## config.mk

```make
export PLATFORM = sky130hd
export DESIGN_NAME = sdp_ram_stream_reader
export DESIGN_NICKNAME = d
export VERILOG_FILES = /design/src/rtl/sdp_ram_stream_reader.sv
export SDC_FILE = /design/constraint.sdc
export NUM_CORES = 1
export LEC_CHECK = 0
export CAP_MARGIN = 15
export CORE_ASPECT_RATIO = 0.8
export CORE_MARGIN = 8
export CORE_UTILIZATION = 45
export CTS_CLUSTER_DIAMETER = 30
export DETAILED_ROUTE_END_ITERATION = 7
export DONT_BUFFER_PORTS = 1
export PLACE_DENSITY = 0.71
export SLEW_MARGIN = 20
export SYNTH_ARGS = -nofsm -noshare
export SYNTH_HDL_FRONTEND = slang
export SYNTH_SLANG_ARGS = --single-unit
export TNS_END_PERCENT = 1
```

## constraint.sdc

```tcl
create_clock -name clk -period 3.2 [get_ports clk]
set_input_delay 0.64 -clock clk [delete_from_list [all_inputs] [get_ports clk]]
set_output_delay 0.64 -clock clk [all_outputs]
set_load 0.005 [all_outputs]
```

## src/rtl/sdp_ram_stream_reader.sv

```systemverilog
// Read-side controller for the simple dual-port RAM: fetches committed words
// into a 2-entry register buffer and presents them as a valid/ready stream.
module sdp_ram_stream_reader #(
  parameter int unsigned DATA_WIDTH  = 32,
  parameter int unsigned DEPTH_BASE2 = 4
) (
  input  logic                   clk,
  input  logic                   rst_n,
  input  logic [DEPTH_BASE2:0]   wr_ptr,
  output logic [DEPTH_BASE2-1:0] raddr,
  input  logic [DATA_WIDTH-1:0]  rdata,
  output logic [DEPTH_BASE2:0]   rd_ptr,
  output logic [DEPTH_BASE2:0]   avail,
  input  logic                   flush,
  output logic                   out_valid,
  output logic [DATA_WIDTH-1:0]  out_data,
  input  logic                   out_ready,
  output logic                   overflow
);

  localparam int unsigned PW = DEPTH_BASE2 + 1;
  localparam logic [PW-1:0] FULL_CNT = {1'b1, {DEPTH_BASE2{1'b0}}};

  logic [PW-1:0]         rd_ptr_q, rd_ptr_d;
  logic [1:0]            occ_q, occ_d;
  logic [DATA_WIDTH-1:0] head_q, head_d;
  logic [DATA_WIDTH-1:0] tail_q, tail_d;
  logic                  out_valid_q, out_valid_d;
  logic                  overflow_q, overflow_d;
  logic                  pop, fetch;

  assign avail     = wr_ptr - rd_ptr_q;
  assign raddr     = rd_ptr_q[DEPTH_BASE2-1:0];
  assign rd_ptr    = rd_ptr_q;
  assign out_valid = out_valid_q;
  assign out_data  = head_q;
  assign overflow  = overflow_q;

  // Fetch/pop decisions and buffer shifting; flush wins over both.
  always_comb begin
    rd_ptr_d    = rd_ptr_q;
    occ_d       = occ_q;
    head_d      = head_q;
    tail_d      = tail_q;
    pop         = out_valid_q & out_ready;
    fetch       = (avail != '0) & ((occ_q != 2'd2) | pop) & ~flush;
    overflow_d  = overflow_q | (avail > FULL_CNT);

    if (flush) begin
      rd_ptr_d = wr_ptr;
      occ_d    = 2'd0;
    end else begin
      if (fetch) begin
        rd_ptr_d = rd_ptr_q + PW'(1);
      end
      occ_d = occ_q + 2'(fetch) - 2'(pop);

      if (pop) begin
        if (occ_q == 2'd2) begin
          head_d = tail_q;
        end else if (fetch) begin
          head_d = rdata;
        end
      end else if (fetch && (occ_q == 2'd0)) begin
        head_d = rdata;
      end

      // New word lands behind the head whenever the head stays occupied.
      if (fetch && ((occ_q == 2'd2) || ((occ_q == 2'd1) && !pop))) begin
        tail_d = rdata;
      end
    end

    out_valid_d = (occ_d != 2'd0);
  end

  always_ff @(posedge clk or negedge rst_n) begin
    if (!rst_n) begin
      rd_ptr_q    <= '0;
      occ_q       <= 2'd0;
      head_q      <= '0;
      tail_q      <= '0;
      out_valid_q <= 1'b0;
      overflow_q  <= 1'b0;
    end else begin
      rd_ptr_q    <= rd_ptr_d;
      occ_q       <= occ_d;
      head_q      <= head_d;
      tail_q      <= tail_d;
      out_valid_q <= out_valid_d;
      overflow_q  <= overflow_d;
    end
  end

endmodule
```

==> summary.md, run 1 <==
| Metric | Value |
|---|---|
| Status | `completed` |
| Final max-slew violation count | `0` |
| Core Area | `7950 um2` |
| VDD IR max | `around 0.00048 V` |
| Slowest cell on the critical path | `fa_2` |
| Post-Syn Area | `3680 um2` |
| First-pass DRT Iterations | `4` |
| Design area | `~4300 um2` |
| Crit. End Element | `register` |
| H-tree depth | `3` |
| Synth warnings | `0` |
| Required @ worst endpoint | `3.42 ns` |
| Switching part of the total | `0.293` |
| Post-route minimum period | `just over 3 ns` |
| Final period utilization | `0.973` |
| Clock power frac | `0.213` |
| Psw | `around 1.2 mW` |
| CTS Buf Count | `9` |
| Initial antenna violation count | `0` |
| Post-synth ARST share | `1.00` |
| Largest family of logic cells by synthesized area | `multiplexers` |
| Top delay family on crit path | `adder cells` |
| Initial core utilization | `0.463` |
| Max Cap Violations | `0` |
| Rows | `29` |
| Area of placed instances | `3940 um2` |
| Detailed Route Iter0 Violations | `between 100 and 150` |
| Buffers on Ports | `0` |
| XOR/XNOR share of the synthesized area | `0.0119` |
| Clk buf depth | `2` |
| Sequential share of the synthesized area | `0.496` |
| Clock latency at the later pin of the worst-skew pair | `0.33 ns` |
| HPWL after detailed placement | `5270 um` |
| Slew @ Worst Pin | `0.376 ns` |
| Setup CP Type | `register to register` |
| Vias per cell | `5.27` |
| Chip height | `roughly 97 um` |
| Total GRT Usage | `0.140` |
| Logic pwr share | `0.374` |
| Final Skew | `0.00772 ns` |
| CP Launch Type | `register` |
| Mux cell area share after synthesis | `0.324` |
| Max stage delay on crit path | `0.44 ns` |
| I/O pins | `89` |
| CTS sink count | `73` |
| Relative slew slack | `0.750` |
| Global-route wire length before repair | `12,400 um` |
| Clock-pin slew on the worst setup and hold paths | `0.08 ns` |
| Post-synthesis simple-gate area fraction | `0.0608` |
| Top-area cell type share of the netlist area | `0.496` |
| Pwr dens | `~950 nW/um2` |
| Final hold vios | `0` |
| Placer Congestion | `0.827` |
| Share of post-route cells with drive strength above 1 | `0.512` |
| Internal power | `2.90 mW` |
| Synth Net Count | `a little over 300` |
| DRC Markers | `0` |
| Routed vias | `2,060` |
| CP cell instances | `ha_4 -> inv_2 -> fa_2 -> nand3b_1 -> a211oi_1 -> o22ai_2 -> and2_4 -> nand2b_1 -> ha_2 -> a211oi_1 -> a21o_2 -> buf_4 -> clkbuf_16 -> mux2_4` |
| Largest cells by area after synthesis | `dfrtp_1 50%, mux2_2 20%, mux2_4 12%` |
| Die span in x | `117 um` |
| Bufs and invs on worst path | `3` |
| Placed cells | `370` |
| Root Driver | `clkbuf_8` |
| Fmax | `321 MHz` |
| CTS tree | `yes` |
| Finished Layout Cells | `a little under 400` |
| EDFF count, synth | `0` |
| N_diodes | `0` |
| Crit path DAT | `roughly 3.3 ns` |
| Antenna viol nets, final | `0` |
| Crit-path most repeated cell | `a211oi_1` |
| Yosys top cell by area | `dfrtp_1` |
| Critical path fanouts, max | `6` |
| Final WS setup | `between 0.08 and 0.09 ns` |
| Die Area | `11,400 um2` |
| Ys flop type | `dfrtp_1` |
| Hold WS | `0.177 ns` |
| Post-Syn Instances | `262` |
| Dpl ws | `-0.197 ns` |
| Wire per inst | `19.9 um` |
| Largest net degree at the start of global routing | `74` |
| Net count, final | `328` |
| HP Class | `input port to async pin` |
| Routed WL | `between 7000 and 8000 um` |
| Sequential power share | `0.413` |
| Grt total ovfl | `0` |
| Yosys reg bits | `73` |
| Compound-cell area share of the yosys netlist | `0.0340` |
| Post-Synth Adder-Cell Area | `0.0292` |
| Number of global-route vias before repair | `2,257` |
| Static Leakage | `1.99 nW` |
| Yosys cell types | `31` |
| Synth-to-Final Area Change | `16.9%` |
| Final Setup Violations | `0` |
| Mean Syn Cell Area | `14.1 um2` |
[cell families (layout without fill, tap and decap cells)]
family / after synthesis / count (layout)
simple gates: 39 / 39
compound gates: 16 / 16
mux: 96 / 96
flops: 73 / 73
fa+ha+maj: 8 / 8
buf+inv: 25 / 46
xor+xnor: 5 / 5
[synth_stat cells (3+ instances only)]
library cell,count
a211oi_1,3
a21oi_1,5
a311o_1,3
and3_1,3
buf_4,4
buf_6,7
clkbuf_1,5
dfrtp_1,73
ha_1,7
inv_1,9
mux2_2,66
mux2_4,30
nand2_1,7
nand2b_1,3
nand3_1,4
nand3b_1,3
nand4_1,3
nor2_1,7
nor2b_1,3
xor2_1,4
[through the flow]
step	utilization	power [mW]	TNS, ns
6_report	0.541	4.11	0
4_1_cts	0.530	4.05	0
5_1_grt	0.541	4.37	-0.00155
3_5_place_dp	0.496	3.13	-5.37
2_1_floorplan	-	2.79	-6.65
3_3_place_gp	0.496	3.07	-2.64
[worst reg2reg max path, cell delays in order, from the launching register on]
cell and delay, ns:
dfrtp_1 0.41, ha_4 0.17, inv_2 0.04, fa_2 0.44, nand3b_1 0.17, a211oi_1 0.29
o22ai_2 0.15, and2_4 0.16, nand2b_1 0.06, ha_2 0.20, a211oi_1 0.09, a21o_2 0.22
buf_4 0.15, clkbuf_16 0.16, mux2_4 0.29
[metal layers]
| layer | vias up | global-route usage | routed length (um) |
|---|---|---|---|
| met4 | 0 | 0.0383 | 46 |
| met2 | 64 | 0.212 | 3600 |
| met3 | 4 | 0.0634 | 734 |
| li1 | 966 | - | - |
| met5 | - | 0 | 0 |
| met1 | 1026 | 0.175 | 3400 |
[power groups by stage]
stage	clock [mW]	sequential, mW	combinational [mW]
CTS	0.902	1.71	1.44
detailed placement	0	1.71	1.42
floorplan	0	1.61	1.17
global placement	0	1.70	1.38
global route	0.937	1.77	1.67
finish	0.873	1.70	1.54
[path summary, 6_finish.rpt]
check | from | endpoint | slack (ns) | depth (start not counted)
worst max register to register | rd_ptr[0] | out_data[6] | 0.09 | 14
max in group asynchronous | rst_n | tail_q[23] | 2.70 | 1
min in group clk | flush | occ_q[0] | 0.39 | 1
worst max-delay path | rd_ptr[0] | out_data[6] | 0.09 | 14
worst min-delay path | rst_n | out_data[2] | 0.18 | 1
worst min register to register | overflow | overflow | 0.49 | 1
[cells in the final DEF, fill, tap and decap left out, types with 3 or more instances in the layout]
| cell | netlist | final |
|---|---|---|
| a211oi_1 | 3 | 3 |
| bufinv_16 | 0 | 3 |
| nand2_1 | 7 | 7 |
| nand3_1 | 4 | 4 |
| nor2_1 | 7 | 7 |
| ha_1 | 7 | 5 |
| buf_12 | 0 | 5 |
| buf_4 | 4 | 13 |
| nand4_1 | 3 | 3 |
| nand2b_1 | 3 | 3 |
| mux2_2 | 66 | 56 |
| xor2_1 | 4 | 3 |
| nor2b_1 | 3 | 3 |
| nand3b_1 | 3 | 3 |
| a311o_1 | 3 | 3 |
| inv_1 | 9 | 7 |
| mux2_4 | 30 | 40 |
| clkbuf_8 | 0 | 10 |
| and3_1 | 3 | 3 |
| dfrtp_1 | 73 | 73 |
| a21oi_1 | 5 | 5 |
[timing repair]
item / CTS / global route
hold buffers: 1 / 0
setup buffers: 0 / 2
endpoints found under the setup margin: 0 / 32
gates resized for setup: 0 / 1
endpoints found under the hold margin: 73 / 0
[sequential cells by signal, indices dropped and copies added (netlist names)]
signal     count
out_data      32
out_valid      1
overflow       1
occ_q          2
tail_q        32
rd_ptr         5
[cell type report]
| type | instances | area, um2 |
|---|---|---|
| flip-flops and latches | 73 | 1830 |
| clock buffers | 10 | 138 |
| well taps | 108 | 135 |
| repair buffers | 22 | 287 |
| multi-input cells | 164 | 1770 |
| clock inverters | 5 | 104 |
| fillers | 645 | 3640 |
| inverters | 9 | 46.3 |
No activity file was read; power rests on OpenSTA's default activity.
==> inputs of run 2 (changes only) <==
- CORE_UTILIZATION: 45 -> 55
- PLACE_DENSITY: 0.71 -> 0.82
==> summary.md, run 2 (same netlist as run 1, synthesis figures left out) <==
| Metric | Value |
|---|---|
| Final Skew | `between 0.01 and 0.015 ns` |
| CP cell instances | `ha_4 -> inv_2 -> fa_2 -> xor2_2 -> and4b_1 -> o22ai_2 -> and2_4 -> nand2b_1 -> ha_2 -> nor4_2 -> a21o_2 -> clkbuf_16 -> mux2_2` |
| Total GRT Usage | `0.164` |
| Clk buf depth | `2` |
| HP Class | `input port to async pin` |
| Clock-pin slew on the worst setup and hold paths | `0.07 ns` |
| Final Setup Violations | `0` |
| Net count, final | `324` |
| Chip height | `89.2 um` |
| VDD IR max | `0.000423 V` |
| Core Area | `6440 um2` |
| Internal power | `2.72 mW` |
| HPWL after detailed placement | `5210 um` |
| Leading cell types in the layout, fill and taps excluded | `73 x dfrtp_1, 56 x mux2_2, 40 x mux2_4` |
| Fillers | `approximately 500` |
| Final hold vios | `0` |
| Fmax | `328 MHz` |
| Placer Congestion | `0.817` |
| Routed vias | `2,092` |
| Number of global-route vias before repair | `between 2,000 and 2,500` |
| CTS Buf Count | `9` |
| First-pass DRT Iterations | `4` |
| Detailed Route Iter0 Violations | `63` |
| Setup_tns | `0 ns` |
| Final Power | `3.91 mW` |
| Initial core utilization | `0.572` |
| Antenna viol nets, final | `0` |
| Root Driver | `clkbuf_8` |
| Die span in x | `around 110 um` |
| Buffers on Ports | `0` |
| Rows | `26` |
| Pwr dens | `between 900 and 1000 nW/um2` |
| Grt total ovfl | `0` |
| I/O pins | `89` |
| Psw | `1.19 mW` |
| Setup CP Type | `register to register` |
| Routed WL | `7570 um` |
| Clock power frac | `0.187` |
| Crit. End Element | `register` |
| Max Cap Violations | `0` |
| N_diodes | `0` |
| Post-route minimum period | `3.05 ns` |
| CTS sink count | `73` |
| Wire per inst | `20.8 um` |
| Crit path DAT | `3.28 ns` |
| Relative slew slack | `0.593` |
| Vias per cell | `5.75` |
| Clock latency at the later pin of the worst-skew pair | `0.34 ns` |
| Logic pwr share | `0.378` |
| Most common cell after layout, fill and taps aside | `dfrtp_1` |
| Slew @ Worst Pin | `0.609 ns` |
| Share of post-route cells with drive strength above 1 | `0.504` |
| Final period utilization | `0.953` |
| CP Launch Type | `register` |
| RSZ-0062 raised after global routing | `no` |
| Sequential power share | `0.434` |
| Initial antenna violation count | `0` |
| Largest net degree at the start of global routing | `74` |
| Critical path fanouts, max | `6` |
| CTS tree | `yes` |
| DRC Markers | `0` |
| H-tree depth | `3` |
| Global-route wire length before repair | `12,000 um` |
| Status | `completed` |
| Static Leakage | `1.94 nW` |
| Hold WS | `0.169 ns` |
| Slowest cell on the critical path | `fa_2` |
| Synth-to-Final Area Change | `13.6%` |
| Final max-slew violation count | `0` |
| Die Area | `9590 um2` |
| Switching part of the total | `0.305` |
| Required @ worst endpoint | `3.43 ns` |
| Max stage delay on crit path | `0.41 ns` |
run 2: area by class of cell:
type / instances / area [um2] / share of cell area
repair buffers: 18 / 230 / 0.0551
inverters: 9 / 46.3 / 0.0111
flip-flops and latches: 73 / 1830 / 0.437
multi-input cells: 164 / 1770 / 0.423
clock buffers: 12 / 155 / 0.0371
clock inverters: 4 / 51.3 / 0.0123
well taps: 84 / 105 / 0.0251
run 2: layer usage:
| layer | routed length, um | vias to the layer above | global-route usage |
|---|---|---|---|
| li1 | - | 954 | - |
| met1 | 3160 | 1059 | 0.192 |
| met2 | 3420 | 70 | 0.253 |
| met3 | 894 | 9 | 0.0843 |
| met4 | 86 | 0 | 0.0603 |
| met5 | 0 | - | 0 |
run 2: per-stage QoR:
step | util | instance area (um2) | setup slack [ns] | std cells
floorplan | - | 3760 | -0.218 | 262
global placement | 0.605 | 3890 | -0.0789 | 344
CTS | 0.641 | 4130 | 0.0796 | 361
detailed placement | 0.605 | 3890 | -0.187 | 344
finish | 0.649 | 4180 | 0.150 | 364
global route | 0.649 | 4180 | 0.00927 | 364
run 2: worst paths after layout:
kind,from,endpoint,slack (ns),depth (start not counted)
min in group clk,flush,occ_q[1],0.36,1
max in group asynchronous,rst_n,rd_ptr[3],2.72,1
hold / removal,rst_n,tail_q[3],0.17,1
setup / recovery,rd_ptr[0],out_data[24],0.15,13
setup reg to reg,rd_ptr[0],out_data[24],0.15,13
hold reg to reg,overflow,overflow,0.49,1
run 2: critical path: cells and delay by family (launching register included):
family / cells / cell delay, ns
DFF: 1 / 0.39
AOI/OAI and AO/OA: 2 / 0.38
buffers and inverters: 2 / 0.23
adders and majority gates: 3 / 0.75
and+or+nand+nor: 4 / 0.71
muxes: 1 / 0.32
xor gates and xnor gates: 1 / 0.18
run 2: power groups by stage:
stage / clock network (mW) / logic [mW] / registers, mW
after floorplan: 0 / 1.17 / 1.61
after global placement: 0 / 1.35 / 1.70
after detailed placement: 0 / 1.41 / 1.72
after CTS: 0.765 / 1.43 / 1.71
after global routing: 0.805 / 1.60 / 1.77
final: 0.733 / 1.48 / 1.70
run 2: what timing repair did:
item                                    4_1_cts  5_1_grt
endpoints found under the setup margin        0       28
hold buffers                                  1        0
buffers inserted                              0        1
gates resized for setup                       0        2
hold endpoints to repair                     73        0
==> inputs of run 3 (changes only) <==
- SETUP_SLACK_MARGIN: not set -> 0.4
==> summary.md, run 3 (same netlist as run 1, synthesis figures left out) <==
| Metric | Value |
|---|---|
| Leading cell types in the layout, fill and taps excluded | `73 x dfrtp_1, 56 x mux2_2, 40 x mux2_4` |
| Clk buf depth | `2` |
| Rows | `26` |
| Fillers | `500` |
| Clock-pin slew on the worst setup and hold paths | `0.08 ns` |
| Static Leakage | `1.96 nW` |
| Switching part of the total | `0.305` |
| Crit path DAT | `3.28 ns` |
| Final hold vios | `0` |
| RSZ-0062 raised after global routing | `yes` |
| Final WS setup | `0.152 ns` |
| DRC Markers | `0` |
| Wire per inst | `20.7 um` |
| Clock power frac | `0.186` |
| Final max-slew violation count | `0` |
| Net count, final | `327` |
| Finished Layout Cells | `367` |
| HPWL after detailed placement | `around 5200 um` |
| Crit. End Element | `register` |
| Max Cap Violations | `0` |
| Routed vias | `2,105` |
| Pwr dens | `936 nW/um2` |
| Post-route minimum period | `3.05 ns` |
| Chip height | `between 80 and 90 um` |
| Status | `completed` |
| HP Class | `input port to async pin` |
| Grt total ovfl | `0` |
| Critical path fanouts, max | `12` |
| Placer Congestion | `0.817` |
| CTS tree | `yes` |
| Placed cells | `344` |
| Synth-to-Final Area Change | `14.5%` |
| Sequential power share | `0.431` |
| Area of placed instances | `3890 um2` |
| CTS sink count | `73` |
| Core Area | `between 6000 and 7000 um2` |
| Share of post-route cells with drive strength above 1 | `0.512` |
| Total GRT Usage | `0.167` |
| Dpl ws | `-0.187 ns` |
| CP Launch Type | `register` |
| Routed WL | `7610 um` |
| Global-route wire length before repair | `between 10,000 and 15,000 um` |
| Fmax | `roughly 330 MHz` |
| First-pass DRT Iterations | `4` |
| Logic pwr share | `0.383` |
| Setup CP Type | `register to register` |
| Clock latency at the later pin of the worst-skew pair | `0.34 ns` |
| Detailed Route Iter0 Violations | `70` |
| Initial antenna violation count | `0` |
| VDD IR max | `between 0.0004 and 0.0005 V` |
| I/O pins | `89` |
| Die span in x | `107 um` |
| Initial core utilization | `0.572` |
| Largest net degree at the start of global routing | `74` |
| Relative slew slack | `0.585` |
| N_diodes | `0` |
| Required @ worst endpoint | `3.43 ns` |
| CTS Buf Count | `9` |
| Slew @ Worst Pin | `slightly above 0.6 ns` |
| Most common cell after layout, fill and taps aside | `dfrtp_1` |
| Die Area | `between 9000 and 10,000 um2` |
| Root Driver | `clkbuf_8` |
| Design area | `4220 um2` |
| Vias per cell | `5.74` |
| Internal power | `about 2.7 mW` |
| Number of global-route vias before repair | `2,343` |
| Psw | `about 1.2 mW` |
| Final period utilization | `0.953` |
| Buffers on Ports | `0` |
| Final Skew | `slightly below 0.01 ns` |
| H-tree depth | `3` |
| Antenna viol nets, final | `0` |
| Final Setup Violations | `0` |
==> run 3: changes by cell type in the layout (fill, tap and decap cells not counted), sizes merged <==
cell    change
clkbuf      -1
buf         +4
==> run 3: worst paths after layout <==
check / start / to / slack (ns) / depth (start not counted)
min: rst_n / tail_q[3] / 0.17 / 1
max in group asynchronous: rst_n / rd_ptr[3] / 2.73 / 1
min reg2reg: overflow / overflow / 0.49 / 1
max reg2reg: rd_ptr[0] / out_data[11] / 0.15 / 14
max: rd_ptr[0] / out_data[11] / 0.15 / 14
min in group clk: flush / occ_q[1] / 0.36 / 1
==> run 3: power by group through the flow <==
| stage | combinational, mW | clock, mW | sequential [mW] |
|---|---|---|---|
| after floorplan | 1.17 | 0 | 1.61 |
| after global placement | 1.35 | 0 | 1.70 |
| after detailed placement | 1.41 | 0 | 1.72 |
| after CTS | 1.52 | 0.765 | 1.71 |
| after global routing | 1.63 | 0.805 | 1.77 |
| final | 1.51 | 0.734 | 1.70 |
==> run 3: cell type report <==
class	instances	area [um2]	share of cell area
well taps	84	105	0.0249
inverters	9	46.3	0.0110
clock inverters	4	51.3	0.0122
clock buffers	12	155	0.0368
repair buffers	21	260	0.0617
multi-input cells	164	1770	0.420
flip-flops and latches	73	1830	0.433
==> run 3: metrics by stage <==
stage	hold WS (ns)	TNS (ns)	utilization	power, mW
finish	0.173	0	0.655	3.95
global route	0.176	0	0.655	4.21
CTS	0.175	0	0.652	4.00
detailed placement	0.346	-5.07	0.605	3.12
global placement	0.346	-1.87	0.605	3.05
floorplan	0.344	-6.65	-	2.79
==> run 3: what timing repair did <==
action,4_1_cts,5_1_grt
hold buffers,1,0
cloned,1,0
resized for setup,3,0
endpoints found under the hold margin,73,0
buffers inserted,3,2
pin swaps,4,1
endpoints found under the setup margin,33,33
==> run 3: routing by layer <==
| metal | wire length, um | share of wire | track usage | up-vias |
|---|---|---|---|---|
| met4 | 86 | 0.011 | 0.0603 | 0 |
| met2 | 3480 | 0.46 | 0.261 | 65 |
| met5 | 0 | 0 | 0 | - |
| met1 | 3170 | 0.42 | 0.194 | 1073 |
| met3 | 873 | 0.11 | 0.0843 | 9 |
| li1 | - | - | - | 958 |
==> run 3: critical path: stages (launching register included) <==
cell and delay [ns]:
dfrtp_1 0.39, ha_4 0.15, inv_2 0.03, fa_2 0.36
xor2_2 0.19, and4b_1 0.25, o22ai_2 0.11, and2_4 0.16
nand2b_1 0.06, ha_2 0.19, nor4_2 0.25, a21o_2 0.20
buf_4 0.13, buf_12 0.13, mux2_2 0.34
